## src/rtl/fxyz_pkg.sv

```systemverilog
// fxyz_pkg: shared definitions for the fxyz truth-table sweep stage.
//   - sweep_state_e : sweep FSM states
//   - FXYZ_N        : default number of function inputs
//   - FXYZ_SETTLE   : default settle cycles per row
//   - FXYZ_ROWS     : 2^FXYZ_N truth-table rows
//   - FXYZ_GOLDEN   : known-good minterm mask of the fxyz function
package fxyz_pkg;

    typedef enum logic [1:0] {
        StIdle,
        StSettle,
        StSample,
        StDone
    } sweep_state_e;

    localparam int unsigned FXYZ_N      = 3;
    localparam int unsigned FXYZ_SETTLE = 2;
    localparam int unsigned FXYZ_ROWS   = 1 << FXYZ_N;

    localparam logic [FXYZ_ROWS-1:0] FXYZ_GOLDEN = 8'h54;

endpackage

```

## src/rtl/fxyz_first_diff.sv

```systemverilog
// fxyz_first_diff: combinational priority encoder returning the lowest set
// bit index of a difference vector (0 when no bit is set).
//   i_diff [2^N-1:0] : captured table XOR expected mask
//   o_idx  [N-1:0]   : lowest index with i_diff set
module fxyz_first_diff
    import fxyz_pkg::*;
#(
    parameter int unsigned N = FXYZ_N
) (
    input  logic [(1<<N)-1:0] i_diff,
    output logic [N-1:0]      o_idx
);

    localparam int ROWS = 1 << N;

    // Scan downwards so the lowest set bit is the last assignment to win.
    always_comb begin
        o_idx = '0;
        for (int i = ROWS - 1; i >= 0; i--) begin
            if (i_diff[i]) begin
                o_idx = N'(i);
            end
        end
    end

endmodule

```

## src/rtl/fxyz_sweep.sv

```systemverilog
// fxyz_sweep: drives every input row of a fxyz function block in ascending
// order, holds each row SETTLE+1 cycles, samples the function output once per
// row and assembles the captured minterm mask.
//
// Optional feature macro: FXYZ_SWEEP_CHECK_EN
//   defined   : compares the final mask with i_expected, reports match and the
//               lowest failing row.
//   undefined : no compare logic, o_match / o_mismatch_row tied to 0.
//
// Ports:
//   i_clk          : clock, rising edge
//   i_reset        : asynchronous active-high reset
//   i_start        : begin a sweep (honoured only in idle)
//   i_s_in         : function output from the fxyz instance
//   i_expected     : golden mask, stable on the edge entering done
//   o_xyz          : row index driven to the function inputs (x = MSB)
//   o_busy         : high while sweeping
//   o_done         : one-cycle pulse at sweep end
//   o_table        : captured mask, bit i = i_s_in at row i
//   o_match        : captured mask equals i_expected
//   o_mismatch_row : lowest differing row, 0 when matching
module fxyz_sweep
    import fxyz_pkg::*;
#(
    parameter int unsigned N      = FXYZ_N,
    parameter int unsigned SETTLE = FXYZ_SETTLE
) (
    input  logic                i_clk,
    input  logic                i_reset,
    input  logic                i_start,
    input  logic                i_s_in,
    input  logic [(1<<N)-1:0]   i_expected,
    output logic [N-1:0]        o_xyz,
    output logic                o_busy,
    output logic                o_done,
    output logic [(1<<N)-1:0]   o_table,
    output logic                o_match,
    output logic [N-1:0]        o_mismatch_row
);

    localparam int unsigned ROWS = 1 << N;
    localparam int unsigned CW   = $clog2(SETTLE + 1);

    localparam logic [CW-1:0] CNT_LOAD = CW'(SETTLE - 1);
    localparam logic [N-1:0]  LAST_ROW = N'(ROWS - 1);

    sweep_state_e    r_state;
    logic [N-1:0]    r_row;     // also drives o_xyz: the row and xyz are always equal
    logic [CW-1:0]   r_cnt;
    logic            r_busy;
    logic            r_done;
    logic [ROWS-1:0] r_table;

    wire w_last_sample = (r_state == StSample) && (r_row == LAST_ROW);
    wire w_accept      = (r_state == StIdle) && i_start;

    always_ff @(posedge i_clk or posedge i_reset) begin
        if (i_reset) begin
            r_state <= StIdle;
            r_row   <= '0;
            r_cnt   <= '0;
            r_busy  <= 1'b0;
            r_done  <= 1'b0;
            r_table <= '0;
        end else begin
            case (r_state)
                StIdle: begin
                    if (i_start) begin
                        r_table <= '0;
                        r_row   <= '0;
                        r_cnt   <= CNT_LOAD;
                        r_busy  <= 1'b1;
                        r_state <= StSettle;
                    end
                end
                StSettle: begin
                    if (r_cnt == '0) begin
                        r_state <= StSample;
                    end else begin
                        r_cnt <= r_cnt - CW'(1);
                    end
                end
                StSample: begin
                    r_table[r_row] <= i_s_in;
                    if (r_row == LAST_ROW) begin
                        r_busy  <= 1'b0;
                        r_done  <= 1'b1;
                        r_state <= StDone;
                    end else begin
                        r_row   <= r_row + N'(1);
                        r_cnt   <= CNT_LOAD;
                        r_state <= StSettle;
                    end
                end
                StDone: begin
                    r_done  <= 1'b0;
                    r_state <= StIdle;
                end
                default: begin
                    r_state <= StIdle;
                end
            endcase
        end
    end

    assign o_xyz   = r_row;
    assign o_busy  = r_busy;
    assign o_done  = r_done;
    assign o_table = r_table;

`ifdef FXYZ_SWEEP_CHECK_EN
    logic [ROWS-1:0] w_table_final;
    logic [ROWS-1:0] w_diff;
    logic [N-1:0]    w_first;
    logic            r_match;
    logic [N-1:0]    r_mismatch_row;

    // The last row is still in flight on the edge entering done, so merge it
    // in before comparing.
    always_comb begin
        w_table_final        = r_table;
        w_table_final[r_row] = i_s_in;
    end

    assign w_diff = w_table_final ^ i_expected;

    fxyz_first_diff #(
        .N (N)
    ) u_first_diff (
        .i_diff (w_diff),
        .o_idx  (w_first)
    );

    always_ff @(posedge i_clk or posedge i_reset) begin
        if (i_reset) begin
            r_match        <= 1'b0;
            r_mismatch_row <= '0;
        end else if (w_accept) begin
            r_match        <= 1'b0;
            r_mismatch_row <= '0;
        end else if (w_last_sample) begin
            r_match        <= (w_diff == '0);
            r_mismatch_row <= w_first;
        end
    end

    assign o_match        = r_match;
    assign o_mismatch_row = r_mismatch_row;
`else
    logic w_unused_check;
    assign w_unused_check = ^{i_expected, w_accept, w_last_sample};

    assign o_match        = 1'b0;
    assign o_mismatch_row = '0;
`endif

endmodule

```

## config.mk

```make
export PLATFORM = sky130hd
export DESIGN_NAME = fxyz_sweep
export DESIGN_NICKNAME = d
export VERILOG_FILES = /design/src/rtl/fxyz_pkg.sv /design/src/rtl/fxyz_first_diff.sv /design/src/rtl/fxyz_sweep.sv
export SDC_FILE = /design/constraint.sdc
export NUM_CORES = 1
export LEC_CHECK = 0
export CELL_PAD_IN_SITES_DETAIL_PLACEMENT = 1
export CELL_PAD_IN_SITES_GLOBAL_PLACEMENT = 1
export CORE_UTILIZATION = 34
export DETAILED_ROUTE_END_ITERATION = 7
export PLACE_DENSITY = 0.87
export SLEW_MARGIN = 20
export SYNTH_ARGS = -nofsm -noshare
export SYNTH_HDL_FRONTEND = slang
export SYNTH_SLANG_ARGS = --single-unit
```

## constraint.sdc

```tcl
create_clock -name i_clk -period 1.83 [get_ports i_clk]
set_clock_uncertainty 0.15 [all_clocks]
set_input_delay 0.366 -clock i_clk [delete_from_list [all_inputs] [get_ports i_clk]]
set_output_delay 0.366 -clock i_clk [all_outputs]
set_load 0.05 [all_outputs]
```

== After elaboration in Yosys (flattened, before gate mapping) ==
Cells that the tools add are included.

* $add $sub $neg: 2
* Order comparisons: 2
* Equality and inequality tests: 9
* Multiplexer cells: 20
* Reduce and logical (&&, ||, !) cells: 12

{| class="wikitable"
|+ Operators by type and width
! operator !! number
|-
| $pmux W8 S2 || 1
|-
| $mux W2 || 5
|-
| $bwmux W8 || 1
|-
| $mux W8 || 1
|-
| $ne A2 B2 Y1 const B || 4
|-
| $pmux W2 S4 || 1
|-
| $mux W3 || 2
|-
| $pmux W2 S3 || 1
|-
| $pmux W3 S2 || 1
|-
| $reduce_and A2 Y1 || 3
|-
| $reduce_and A3 Y1 || 2
|-
| $eq A2 B2 Y1 const B || 2
|-
| $logic_not A2 Y1 || 2
|-
| $lt A3 B4 Y1 const B || 1
|-
| $mux W1 || 4
|-
| $pmux W1 S2 || 2
|-
| $reduce_and A4 Y1 || 1
|-
| $reduce_bool A2 Y1 || 2
|-
| $add A3 B1 Y3 const B || 1
|-
| $demux W1 S3 || 1
|-
| $eq A3 B3 Y1 const B || 1
|-
| $ge A3 B1 Y1 const B || 1
|-
| $reduce_bool A3 Y1 || 1
|-
| $eq A2 B1 Y1 const B || 1
|-
| other kinds (3) || 3
|}

* Flip-flop bits (word level): 17
* Bits of input ports: 12
* Output and inout bits: 17
* Word-level logic and storage cells: 51

== Depth between registers and ports, before layout ==
Gate-level depths: netlist of run 1.

* Depth after elaboration: 6
* Mapped depth: 5
* Mapped depth without buffers: 5

== Worst setup path before layout of run 1 ==
No wires, ideal clock.

* Kind: register to register
* Start point: register r_row[0] (netlist: o_xyz[0])
* End point: register r_row[0] (netlist: o_xyz[0])
* Library setup time: 0.121 ns
* Arrival time: 1.693 ns
* Data required time: 1.559 ns
* Path slack: -0.134 ns
* Cell stages (with the launch flop): 6
* Path buffers: 0
* Clock period less this slack: 1.964 ns
* Path through: dfrtp_1 -> ha_1 -> ha_1 -> nor2_1 -> mux2_2 -> a22o_1

* Longest elaborated chain between the ends: 3
* Elaborated cells between the ends (all ways): 6
* Those cells by class: add/sub (1); eq/ne (2); mux (2); reduce/logical (1)

{| class="wikitable"
|+ RTL lines
! element !! RTL line !! source
|-
| from (decl) || fxyz_sweep.sv:48 || <nowiki>logic [N-1:0] r_row;</nowiki>
|-
| from (signal assigned) || fxyz_sweep.sv:90 || <nowiki>r_row <= r_row + N'(1);</nowiki>
|-
| $add A3 B1 Y3 / $eq A3 B3 Y1 (equally long branches) || fxyz_sweep.sv:90, fxyz_sweep.sv:85 ||
|-
| $mux W3 / $ne A2 B2 Y1 (equally long branches) || n/a ||
|-
| $pmux W3 S2 / $reduce_and A3 Y1 (equally long branches) || n/a ||
|}

Parallel ways exist; a longest one is shown, timed or not. The select of a mux whose other input is x is not followed.
A chain may end at the register's enable or synchronous reset.

== Worst setup path after layout of run 1 ==
Ends and elaborated chain as after synthesis.

==> flow_summary.yaml, run 1 <==
grt:
  grt_pass1_wl_um: 3480
  grt_pass1_vias: 771
  grt_remaining_overflow: 0
  grt_usage_pct: 17.0
  grt_max_degree: 18
  antenna_found_initial: 0
floorplan:
  ios: 29
  chipHeight_um: 54.2
  coreArea_um2: 2520
  initial_core_util_pct: 36.7
  dieWidth_um: 54.2
  die-area_um2: 2930
  rows: 18
drt:
  via_per_inst: 5.28
  drt_iter0_markers: 1
  totalWireLength_um: 2040
  drtPass1Iterations: 3
  remaining_drc_errors: 0
  via_count: 766
  wl_per_cell_um: 14.1
  ant_nets: 0
layout:
  diodes: 0
  final_layout_size_suffix_gt1_share_pct: 26.1
  fillers: 301
  area_growth_pct: 27.2
  final_area_um2: 1180
  layout.nets: 132
cts:
  cts_buffer_depth: 2
  cts_setup_buffers: 0
  cts_buffers: 3
  h-tree-depth: 1
  clk_latency_ns: 0.29
  cts_hold_buffers: 0
  post_cts_resized: 0
  cts-root-buf: "clkbuf_4"
  clk_pin_slew_ns: 0.10
  cts.sinks: 17
  cts_tree: "built"
sta:
  period_share_pct: 89.9
  fin_crit_ns: 1.65
  clock.fmax_ghz: 0.608
  setup_viol: 0
  slew_viol_final: 0
  rsz0062_at_grt: "no"
  setup_ws_ns: 0.185
  hold_violations: 0
synthesis:
  synth-simple-area-share_pct: 17.3
  synth_xor_area_share_pct: 0
  syn_area_per_cell_um2: 9.94
  ys_types: 25
  yosysSeqAreaShare_pct: 46.0
  syn-instance-count: 93
  synth_area_um2: 925
  synth-seq-cells: 17
  synth_compound_gate_area_share_pct: 15.2
  yosysWarnings: 0
  muxShareOfSynthArea_pct: 7.71
  synth_top_family_by_area: "simple AND/OR/NAND/NOR gates"
  synth_adder_area_share_pct: 5.41
run:
  drv_cap: 0
place:
  dp_hpwl_um: 1520
  place_congestion: 0.784
  dpl_cell_area_um2: 1150
  pre_cts_ws_ns: -0.0973
  io_buffers: 16
hold_path:
  holdCritPathClass: "primary input to async pin"
worst_setup_path:
  path_class: "register to register"
  crit_fanout: 5
  required_ns: 1.86
  crit_arrival_ns: 1.67
  worstSetupStartpointType: "register"
  endpoint_kind: "register"
power_and_ir_drop:
  vdd_drop_max_v: 0.000923
  leakage_nw: 0.571
  fin_total_pwr_mw: 1.48
  power_density_nw_per_um2: 1260
run_status:
  status: "finished, final reports clean"
-- where the power goes --
group	internal, mW	leakage (nW)	total (mW)	switching (mW)
Sequential	0.456	0.221	0.534	0.0785
Combinational	0.308	0.336	0.747	0.439
Clock	0.0847	0.0150	0.198	0.114
-- layout make-up --
type | instances | area (µm²) | area share, %
multi-input cells | 64 | 437 | 37.1
well taps | 30 | 37.5 | 3.19
flip-flops and latches | 17 | 428 | 36.4
inverters | 6 | 22.5 | 1.91
repair buffers | 24 | 225 | 19.1
clock buffers | 4 | 26.3 | 2.23
-- worst paths after layout --
| check | depth (start not counted) | slack [ns] | to | from |
|---|---|---|---|---|
| worst max-delay path | 5 | 0.18 | o_xyz[0] | o_xyz[0] |
| min in group i_clk | 1 | 0.37 | r_cnt[0] | r_cnt[0] |
| worst min-delay path | 3 | 0.24 | r_cnt[0] | i_reset |
| worst max register to register | 5 | 0.18 | o_xyz[0] | o_xyz[0] |
| max in group asynchronous | 3 | 1.08 | o_xyz[0] | i_reset |
| worst min register to register | 1 | 0.37 | r_cnt[0] | r_cnt[0] |
-- flip-flops by register name, indices dropped and copies added (netlist names) --
| name | cells |
|---|---|
| o_busy | 1 |
| o_done | 1 |
| o_table | 8 |
| o_xyz | 3 |
| r_cnt | 2 |
| r_state | 2 |
-- cells in the mapped netlist --
| master | instances | area [µm²] |
|---|---|---|
| dfrtp_1 | 17 | 425 |
| nand2_1 | 11 | 41.3 |
| inv_1 | 6 | 22.5 |
| mux2i_1 | 6 | 60.1 |
| o21ai_0 | 6 | 30.0 |
| a22o_1 | 5 | 43.8 |
| buf_4 | 4 | 30.0 |
| ha_1 | 4 | 50.1 |
| nand3b_1 | 4 | 30.0 |
| nor2_1 | 4 | 15.0 |
| a21oi_1 | 3 | 15.0 |
| a31oi_1 | 3 | 18.8 |
| clkbuf_1 | 3 | 11.3 |
| nand3_1 | 3 | 15.0 |
| nor3b_2 | 3 | 37.5 |
| buf_2 | 2 | 10.0 |
| and3_1 | 1 | 6.26 |
| conb_1 | 1 | 3.75 |
| mux2_2 | 1 | 11.3 |
| o211ai_1 | 1 | 7.51 |
| o311ai_1 | 1 | 8.76 |
| o31ai_1 | 1 | 7.51 |
| o41ai_1 | 1 | 8.76 |
| or3_1 | 1 | 6.26 |
| or3b_1 | 1 | 8.76 |
-- critical path, cell delays in order, from the launching register on --
cell and delay, ns:
dfrtp_2 0.37, ha_1 0.19, ha_1 0.24, nor2_1 0.09, mux2_2 0.27, a22o_1 0.23
-- metrics by stage --
| stage | util [%] | cells | TNS [ns] | hold WS, ns |
|---|---|---|---|---|
| CTS | 46.6 | 145 | 0 | 0.239 |
| global placement | 45.6 | 141 | -0.0771 | 0.325 |
| detailed placement | 45.6 | 141 | -0.173 | 0.345 |
| finish | 46.6 | 145 | 0 | 0.242 |
| global route | 46.6 | 145 | 0 | 0.285 |
| floorplan | - | 96 | 0 | 0.142 |
-- cell usage in the layout (no fill, tap or decap), types with 2 or more instances in the layout --
cell	netlist	final
a21oi_1	3	3
a22o_1	5	5
a31oi_1	3	3
buf_12	0	3
buf_4	4	18
clkbuf_4	0	3
clkdlybuf4s50_1	0	3
conb_1	1	4
dfrtp_1	17	15
dfrtp_2	0	2
ha_1	4	4
inv_1	6	6
mux2i_1	6	6
nand2_1	11	11
nand3_1	3	3
nand3b_1	4	4
nor2_1	4	4
nor3b_2	3	3
o21ai_0	6	6
-- cells by family (layout without fill, tap and decap cells) --
family                   after synthesis  count (layout)
AND/OR/NAND/NOR                       28              28
AO/OA/AOI/OAI                         21              21
flip-flops                            17              17
buffers and inverters                 15              34
multiplexers                           7               7
adder cells (fa/ha/maj)                4               4
other                                  1               4
-- metal layers --
metal | part of all wire [%] | global-route usage (%)
met2 | 48 | 28.0
met4 | 2.0 | 8.97
met1 | 47 | 20.8
met5 | 0 | 0
met3 | 3.7 | 2.82
Power figures use the tool's default switching activity.
==> inputs of run 2 (changes only) <==
- CAP_MARGIN: default -> 40
==> results of run 2 <==
No change in the layout: final DEF, timing and power equal those of run 1.
